<file path="src/rtl/typed_fifo.sv">
// Synchronous FIFO with a parameterised entry type and non-power-of-two depth.
// With OUT_REG=1 the head entry is held in a register ahead of the memory.
module typed_fifo #(
  parameter type DATA_TYPE = logic [7:0],
  parameter int  DEPTH     = 8,
  parameter int  AF_LEVEL  = DEPTH - 2,
  parameter int  OUT_REG   = 0
) (
  input  logic                         i_clk,
  input  logic                         i_rst_n,
  input  logic                         i_clear,
  input  logic                         i_push,
  input  DATA_TYPE                     i_data,
  input  logic                         i_pop,
  output DATA_TYPE                     o_data,
  output logic                         o_empty,
  output logic                         o_full,
  output logic                         o_almost_full,
  output logic [$clog2(DEPTH+1)-1:0]   o_count,
  output logic                         o_overflow,
  output logic                         o_underflow
);

  localparam int PTR_W = $clog2(DEPTH);
  localparam int CNT_W = $clog2(DEPTH + 1);

  if (DEPTH < 2) begin : g_bad_depth
    $error("typed_fifo: DEPTH must be at least 2");
  end
  if (AF_LEVEL < 1 || AF_LEVEL > DEPTH) begin : g_bad_af_level
    $error("typed_fifo: AF_LEVEL must lie in 1..DEPTH");
  end

  DATA_TYPE             mem_q [DEPTH];
  DATA_TYPE             out_data_q;
  logic [PTR_W-1:0]     wptr_q, wptr_d;
  logic [PTR_W-1:0]     rptr_q, rptr_d;
  logic [CNT_W-1:0]     count_q, count_d;
  logic [CNT_W-1:0]     mem_cnt;
  logic                 out_vld_q, out_vld_d;
  logic                 ovf_q, ovf_d;
  logic                 udf_q, udf_d;
  logic                 full;
  logic                 head_vld;
  logic                 push_acc, pop_acc;
  logic                 load, mem_rd;
  logic                 wr_en, load_en;

  function automatic logic [PTR_W-1:0] ptr_inc(input logic [PTR_W-1:0] p);
    return (p == PTR_W'(DEPTH - 1)) ? '0 : p + 1'b1;
  endfunction

  // Handshake decisions depend only on registered state plus the requests.
  always_comb begin
    full     = (count_q == CNT_W'(DEPTH));
    head_vld = (OUT_REG != 0) ? out_vld_q : (count_q != '0);
    pop_acc  = i_pop && head_vld;
    push_acc = i_push && (!full || pop_acc);
    mem_cnt  = count_q - CNT_W'(out_vld_q);
    load     = (OUT_REG != 0) && (mem_cnt != '0) && (!out_vld_q || pop_acc);
    mem_rd   = (OUT_REG != 0) ? load : pop_acc;
  end

  always_comb begin
    wptr_d    = wptr_q;
    rptr_d    = rptr_q;
    count_d   = count_q;
    out_vld_d = out_vld_q;
    ovf_d     = 1'b0;
    udf_d     = 1'b0;
    wr_en     = 1'b0;
    load_en   = 1'b0;
    if (i_clear) begin
      wptr_d    = '0;
      rptr_d    = '0;
      count_d   = '0;
      out_vld_d = 1'b0;
    end else begin
      wr_en   = push_acc && i_rst_n;
      load_en = load && i_rst_n;
      if (push_acc) wptr_d = ptr_inc(wptr_q);
      if (mem_rd)   rptr_d = ptr_inc(rptr_q);
      count_d = count_q + CNT_W'(push_acc) - CNT_W'(pop_acc);
      ovf_d   = i_push && !push_acc;
      udf_d   = i_pop && !pop_acc;
      if (OUT_REG != 0) out_vld_d = load || (out_vld_q && !pop_acc);
    end
  end

  always_ff @(posedge i_clk) begin
    if (!i_rst_n) begin
      wptr_q    <= '0;
      rptr_q    <= '0;
      count_q   <= '0;
      out_vld_q <= 1'b0;
      ovf_q     <= 1'b0;
      udf_q     <= 1'b0;
    end else begin
      wptr_q    <= wptr_d;
      rptr_q    <= rptr_d;
      count_q   <= count_d;
      out_vld_q <= out_vld_d;
      ovf_q     <= ovf_d;
      udf_q     <= udf_d;
    end
  end

  // Storage and the head register carry no reset; validity lives in count/out_vld.
  always_ff @(posedge i_clk) begin
    if (wr_en)   mem_q[wptr_q] <= i_data;
    if (load_en) out_data_q    <= mem_q[rptr_q];
  end

  assign o_data        = (OUT_REG != 0) ? out_data_q : mem_q[rptr_q];
  assign o_empty       = !head_vld;
  assign o_full        = full;
  assign o_almost_full = (count_q >= CNT_W'(AF_LEVEL));
  assign o_count       = count_q;
  assign o_overflow    = ovf_q;
  assign o_underflow   = udf_q;

endmodule

</file>
<file path="config.mk">
export PLATFORM = sky130hd
export DESIGN_NAME = typed_fifo
export DESIGN_NICKNAME = d
export VERILOG_FILES = /design/src/rtl/typed_fifo.sv
export SDC_FILE = /design/constraint.sdc
export NUM_CORES = 1
export LEC_CHECK = 0
export ABC_AREA = 1
export BUFFER_PORTS_ARGS = -buffer_cell sky130_fd_sc_hd__buf_2
export CORE_MARGIN = 5
export CORE_UTILIZATION = 50
export DETAILED_ROUTE_END_ITERATION = 10
export GPL_TIMING_DRIVEN = 0
export HOLD_SLACK_MARGIN = 0.05
export PLACE_DENSITY = 0.69
export SYNTH_ARGS = -nofsm -noshare
export SYNTH_HDL_FRONTEND = slang
export SYNTH_SLANG_ARGS = --single-unit
</file>
<file path="constraint.sdc">
create_clock -name i_clk -period 2.75 [get_ports i_clk]
set_clock_uncertainty 0.15 [all_clocks]
set_input_delay 0.1375 -clock i_clk [delete_from_list [all_inputs] [get_ports i_clk]]
set_output_delay 0.1375 -clock i_clk [all_outputs]
set_load 0.05 [all_outputs]
</file>
# After elaboration in Yosys (flattened, before gate mapping)
# Memories as Yosys holds them, arrays and structs flattened. A register that Yosys moved wholly into a read port is not among the register bits.
# Index checks and enable logic that the tools add are counted.
# word_totals
regBits	12
mem_bits_rw	64
inputBits	13
output_inout_bits	17
elab_cells	34
memories	1
# op_classes
n_addsub	4
order_cmp	1
n_eq_ne	3
n_mux	7
bitwise_logic	1
reduce_logical	12
# mem_list
memory	depth	word_bits	rd	rd_ports_with_merged_regs	wr	line	text
mem_q	8	8	1	1	1	34	DATA_TYPE mem_q [DEPTH];
# op_table
cell	count
two-way mux 3 bit	4
adder 3 x 1 -> 3 bit (second input constant)	2
equality test 3 bit (second input constant)	2
logical AND 1 bit	5
adder 4 x 1 -> 4 bit	1
equality test 4 bit (second input constant)	1
>= comparator 4 x 3 -> 1 bit (second input constant)	1
logical NOT 1 bit	4
nonzero test 4 bit	1
subtractor 4 x 1 -> 4 bit	1
two-way mux 1 bit	3
OR reduction 2 bit	1
logical OR 1 bit	1
NOT 1 bit	1

# Depth between registers and ports, before layout
# logic_depth
depth_word	8
ltp_mapped	13
ltp_nobuf	13

# Least setup slack after synthesis
# No wires, ideal clock.
# synth_timing
path_type	register to register
startpoint	register count_q[3], in the netlist o_count[3]
endpoint	register count_q[1], in the netlist o_count[1]
setup_ns	0.064
arrival_ns	2.653
t_required_ns	2.536
slack_ns	-0.117
stages_incl_launch_ff	10
path_buffers	0
period_less_slack_ns	2.867
cell_sequence	dfxtp_1 ha_1 nor3b_2 nand2_4 nand3_1 nand2_1 ha_1 inv_1 fa_1 nor2_1
# synth_via
elab_chain_cells	6
elab_cells_between_ends	8
classes_between	add/sub: 2; eq/ne: 1; reduce/logical: 5
# synth_lines
item	line	text
start: declaration	38	logic [CNT_W-1:0] count_q, count_d;
start signal: assignment	101	count_q <= count_d;
equality test 4 bit	55	full = (count_q == CNT_W'(DEPTH));
named net o_full	17	output logic o_full,
logical NOT 1 bit	58	push_acc = i_push && (!full || pop_acc);
logical OR 1 bit	58	
logical AND 1 bit	58	
adder 4 x 1 -> 4 bit	83	count_d = count_q + CNT_W'(push_acc) - CNT_W'(pop_acc);
subtractor 4 x 1 -> 4 bit	83	
# The timed path passes the listed nets, and every way through them passes these cells.
# A chain may end at the register's enable or synchronous reset.

# Worst setup path in the final report
# layout_timing
startpoint	register count_q[2], in the netlist o_count[2]
endpoint	memory mem_q[4][0] (netlist name) (enable)
# layout_via
elab_chain_cells	8
elab_cells_between_ends	10
classes_between	eq/ne: 1; mux: 3; reduce/logical: 6
# layout_lines
item	line	text
equality test 4 bit or nonzero test 4 bit (tied branches)	55, 56	
logical NOT 1 bit or logical AND 1 bit (tied branches)	58, 57	
logical OR 1 bit *	58	
logical AND 1 bit *	58	
logical AND 1 bit *	79	wr_en = push_acc && i_rst_n;
two-way mux 1 bit *	73	if (i_clear) begin
two-way mux 1 bit *	110	if (wr_en) mem_q[wptr_q] <= i_data;
two-way mux 1 bit (not written as such) *	110	
end: declaration	34	
# Every way passes the cells marked *; elsewhere a longest branch is shown, timed or not.

==> tab_implementation.tex <==
\begin{tabular}{lr}
\hline
Metric & Value \\
\hline
\multicolumn{2}{l}{\textbf{Outcome}} \\
Run status & finished clean \\
\multicolumn{2}{l}{\textbf{Power}} \\
Peak ir drop on the vdd network & $\sim$0.32 mV \\
Total power per unit cell area & 646 nW/um2 \\
Lkg Pwr & 1.50 nW \\
\multicolumn{2}{l}{\textbf{Place}} \\
Placement-stage cell area & 3520 um2 \\
Gp weighted congestion & 0.794 \\
Half-perimeter wire length after detailed placement & 4.40 mm \\
Post-Place Worst Slack & -0.0698 ns \\
IO Port Bufs & 28 \\
\multicolumn{2}{l}{\textbf{Synth}} \\
Number of different library cells in the post-synthesis netlist & 23 \\
Post-synthesis cell type with the largest combined area & edfxtp\_1 \\
Number of synthesized flops with an enable pin & 64 \\
Top cells by count, synth & edfxtp\_1 (64), nor2\_1 (53), nand2\_1 (41), o21ai\_0 (34), inv\_1 (18) \\
Dominant cell by count in the synthesized netlist & edfxtp\_1 \\
Average instance area after synthesis & 11.4 um2 \\
Predominant post-synthesis flop cell & edfxtp\_1 \\
Yosys warnings & 0 \\
Sequential-to-total area share from yosys stat & 68.0\% \\
Combined area of all synthesized cells & around 3300 um2 \\
Proportion of netlist area held by the largest area contributor & around three fifths \\
Ranking of synthesized cells by area & edfxtp\_1 (59\%), dfxtp\_1 (9.2\%), nor2\_1 (6.1\%) \\
Number of flip-flops and latches in the synthesized netlist & 79 \\
Net count after synthesis & 311 \\
Cell count after synthesis & roughly 290 \\
Async S/R FF share, synth & 0\% \\
\multicolumn{2}{l}{\textbf{Setup path}} \\
Flop-to-flop setup slack & 0.28 ns \\
Startpoint-to-endpoint class of the critical path & flip-flop to flip-flop \\
Reg-to-Reg Start & o\_count[2] \\
Worst reg2reg path endpoint & mem\_q[4][0] \\
Kind of end point of the critical path & flip-flop \\
Depth of the most critical reg-to-reg path & 8 \\
Max Fanout on Critical Path & 8 \\
Startpoint class of the critical path & flip-flop \\
Required time worst endpoint & 2.66 ns \\
Worst path arrival time & 2.38 ns \\
\multicolumn{2}{l}{\textbf{Drt}} \\
Antenna-violating nets left & 0 \\
Vias per cell & roughly 5.4 \\
Wire per inst & 16.6 um \\
Routed vias & 2292 \\
Detailed Route WL & $\sim$7 mm \\
First drt pass iteration count & 5 \\
Starting DRC count in detailed routing & 174 \\
Drt drc & 0 \\
\multicolumn{2}{l}{\textbf{CTS}} \\
Worst-Skew Late Latency & 0.35 ns \\
Number of buffers created by CTS & 9 \\
Library cell used as clock root buffer & clkbuf\_8 \\
TritonCTS clock tree & yes \\
Clock-pin slew reported for the worst setup and hold paths after clock tree synthesis & 0.08 ns \\
CTS Sinks & 79 \\
CTS HTree Levels & 3 \\
Buffer levels on the longest clock path & 2 \\
\multicolumn{2}{l}{\textbf{Timing}} \\
Transition time at the pin with the least slew margin & 0.840 ns \\
Fin. max-slew vios & 0 \\
Fin Hold WS & 0.137 ns \\
Final worst-path cycle share & about nine tenths \\
Worst rel slew slack & $\sim$44\% \\
Total negative setup slack & 0 ns \\
Number of failing hold endpoints at the final stage & 0 \\
Crit path time final & 2.47 ns \\
Final WS setup & between 0.2 and 0.3 ns \\
Setup repair after global routing missed its margin & false \\
FMAX & 404 MHz \\
Setup-violating endpoint count in the final report & 0 \\
\multicolumn{2}{l}{\textbf{Global route}} \\
Maximum number of pins on one net before global-route repair & 14 \\
Global-route total usage across every layer & approximately 18\% \\
Via count of the first global-routing pass & 2254 \\
Congestion Overflow GR & 0 \\
Wire length of the first global-routing pass & 11.1 mm \\
Number of antenna violations at the first check in global routing & 0 \\
\multicolumn{2}{l}{\textbf{Min path}} \\
Min-delay worst type & input pin to flip-flop \\
Hold Path End & wptr\_q[2] \\
Hold Path Depth & 4 \\
Startpoint of the most critical hold path & i\_push \\
\multicolumn{2}{l}{\textbf{Floorplan}} \\
Row cnt & 29 \\
Core ar. & 6350 um2 \\
Die area & 8250 um2 \\
Die outline width & 90.8 um \\
Number of top-level design ports & 30 \\
Starting density of the core & 51.5\% \\
Y dimension of the die & 90.8 um \\
\multicolumn{2}{l}{\textbf{Layout}} \\
Final design instance area without fill & about 3900 um2 \\
Layout filler cell count & 496 \\
Final net count & 363 \\
Synth-to-layout area growth & 18.6\% \\
Fraction of final layout cells with drive strength greater than 1 & 19.5\% \\
Antenna fix cells & 0 \\
\multicolumn{2}{l}{\textbf{Job}} \\
Max Cap Violations & 0 \\
\hline
\end{tabular}
-- cell usage in the layout, fill, tap and decap left out --
| cell | n |
|---|---|
| a21oi_1 | 4 |
| buf_2 | 35 |
| buf_4 | 1 |
| clkbuf_1 | 2 |
| clkbuf_16 | 1 |
| clkbuf_2 | 2 |
| clkbuf_8 | 11 |
| clkinv_2 | 2 |
| clkinv_4 | 1 |
| dfxtp_1 | 15 |
| dlygate4sd3_1 | 12 |
| edfxtp_1 | 64 |
| fa_1 | 1 |
| ha_1 | 10 |
| inv_1 | 18 |
| inv_2 | 1 |
| inv_4 | 1 |
| nand2_1 | 41 |
| nand2_2 | 1 |
| nand2_4 | 2 |
| nand3_1 | 2 |
| nand3_4 | 1 |
| nand3b_1 | 1 |
| nor2_1 | 53 |
| nor3_1 | 1 |
| nor3_2 | 7 |
| nor3b_4 | 1 |
| o21ai_0 | 34 |
| o21ai_1 | 2 |
| o21bai_1 | 1 |
| o22ai_1 | 16 |
-- worst max-delay path: stages (launching register included) --
cell and delay, ns:
dfxtp_1 0.37, inv_1 0.09, ha_1 0.21, nand2_2 0.10, nand2_4 0.09, nand2_4 0.12
nand3_4 0.15, nor3_1 0.62, buf_4 0.29
-- per-layer routing --
metal / share of wire (%) / vias up / global-route usage [%]
met1: 43 / 1082 / 22.3
met2: 49 / 86 / 28.5
met5: 0 / - / 0
li1: - / 1107 / -
met3: 5.8 / 17 / 3.75
met4: 2.7 / 0 / 9.29
-- cells by family (layout without fill, tap and decap cells) --
| kind of cell | count (synthesis) | after routing | synth area share (%) |
|---|---|---|---|
| fa+ha+maj | 11 | 11 | 4.44 |
| flops | 79 | 79 | 68.0 |
| compound gates | 57 | 57 | 9.42 |
| simple gates | 110 | 110 | 14.4 |
| buf+inv | 30 | 87 | 3.79 |
-- layout make-up --
| cell class | count | area [um2] | share of cell area [%] |
|---|---|---|---|
| Sequential cell | 79 | 2220 | 57.3 |
| Inverter | 19 | 71.3 | 1.84 |
| Tap cell | 77 | 96.3 | 2.49 |
| Buffer | 11 | 52.6 | 1.36 |
| Clock buffer | 12 | 176 | 4.55 |
| Multi-Input combinational cell | 178 | 963 | 24.9 |
| Timing Repair Buffer | 41 | 268 | 6.91 |
| Clock inverter | 4 | 25.0 | 0.646 |
-- state kept, by name (all words and copies together), names as in the netlist, named ones only --
name / cells
mem_q: 64
o_count: 4
o_overflow: 1
o_underflow: 1
rptr_q: 3
wptr_q: 3
-- power by group --
part	leakage [nW]	total [mW]	internal, mW	switching [mW]
combinational	0.692	0.345	0.0969	0.248
clock	0.108	0.833	0.431	0.402
sequential	0.698	1.33	1.31	0.0167
total	1.50	2.50	1.84	0.666
-- through the flow --
stage	power [mW]	utilization (%)	std cells
3_3_place_gp	1.67	55.3	392
5_1_grt	2.62	61.0	421
4_1_cts	2.52	60.6	421
3_5_place_dp	1.68	55.5	393
2_1_floorplan	1.59	-	287
6_report	2.50	61.0	421
-- how the worst max path moves through the flow --
stage | slack [ns] | end | start | depth (start not counted)
finish | 0.28 | mem_q[4][0] | o_count[2] | 8
global placement | -0.06 | mem_q[7][1] | o_count[2] | 7
detailed placement | -0.07 | mem_q[3][2] | o_count[2] | 7
CTS | -0.09 | mem_q[0][6] | o_count[2] | 7
floorplan | 0.09 | o_count[1] | o_count[3] | 9
global route | 0.14 | mem_q[4][4] | o_count[1] | 7
-- repair_timing --
item                                   CTS  global route
hold buffers                            12             0
resized for setup                        0             3
setup endpoints to repair               24            24
buffers inserted                         0             0
endpoints found under the hold margin   67             0
No activity file was read; power rests on OpenSTA's default activity.
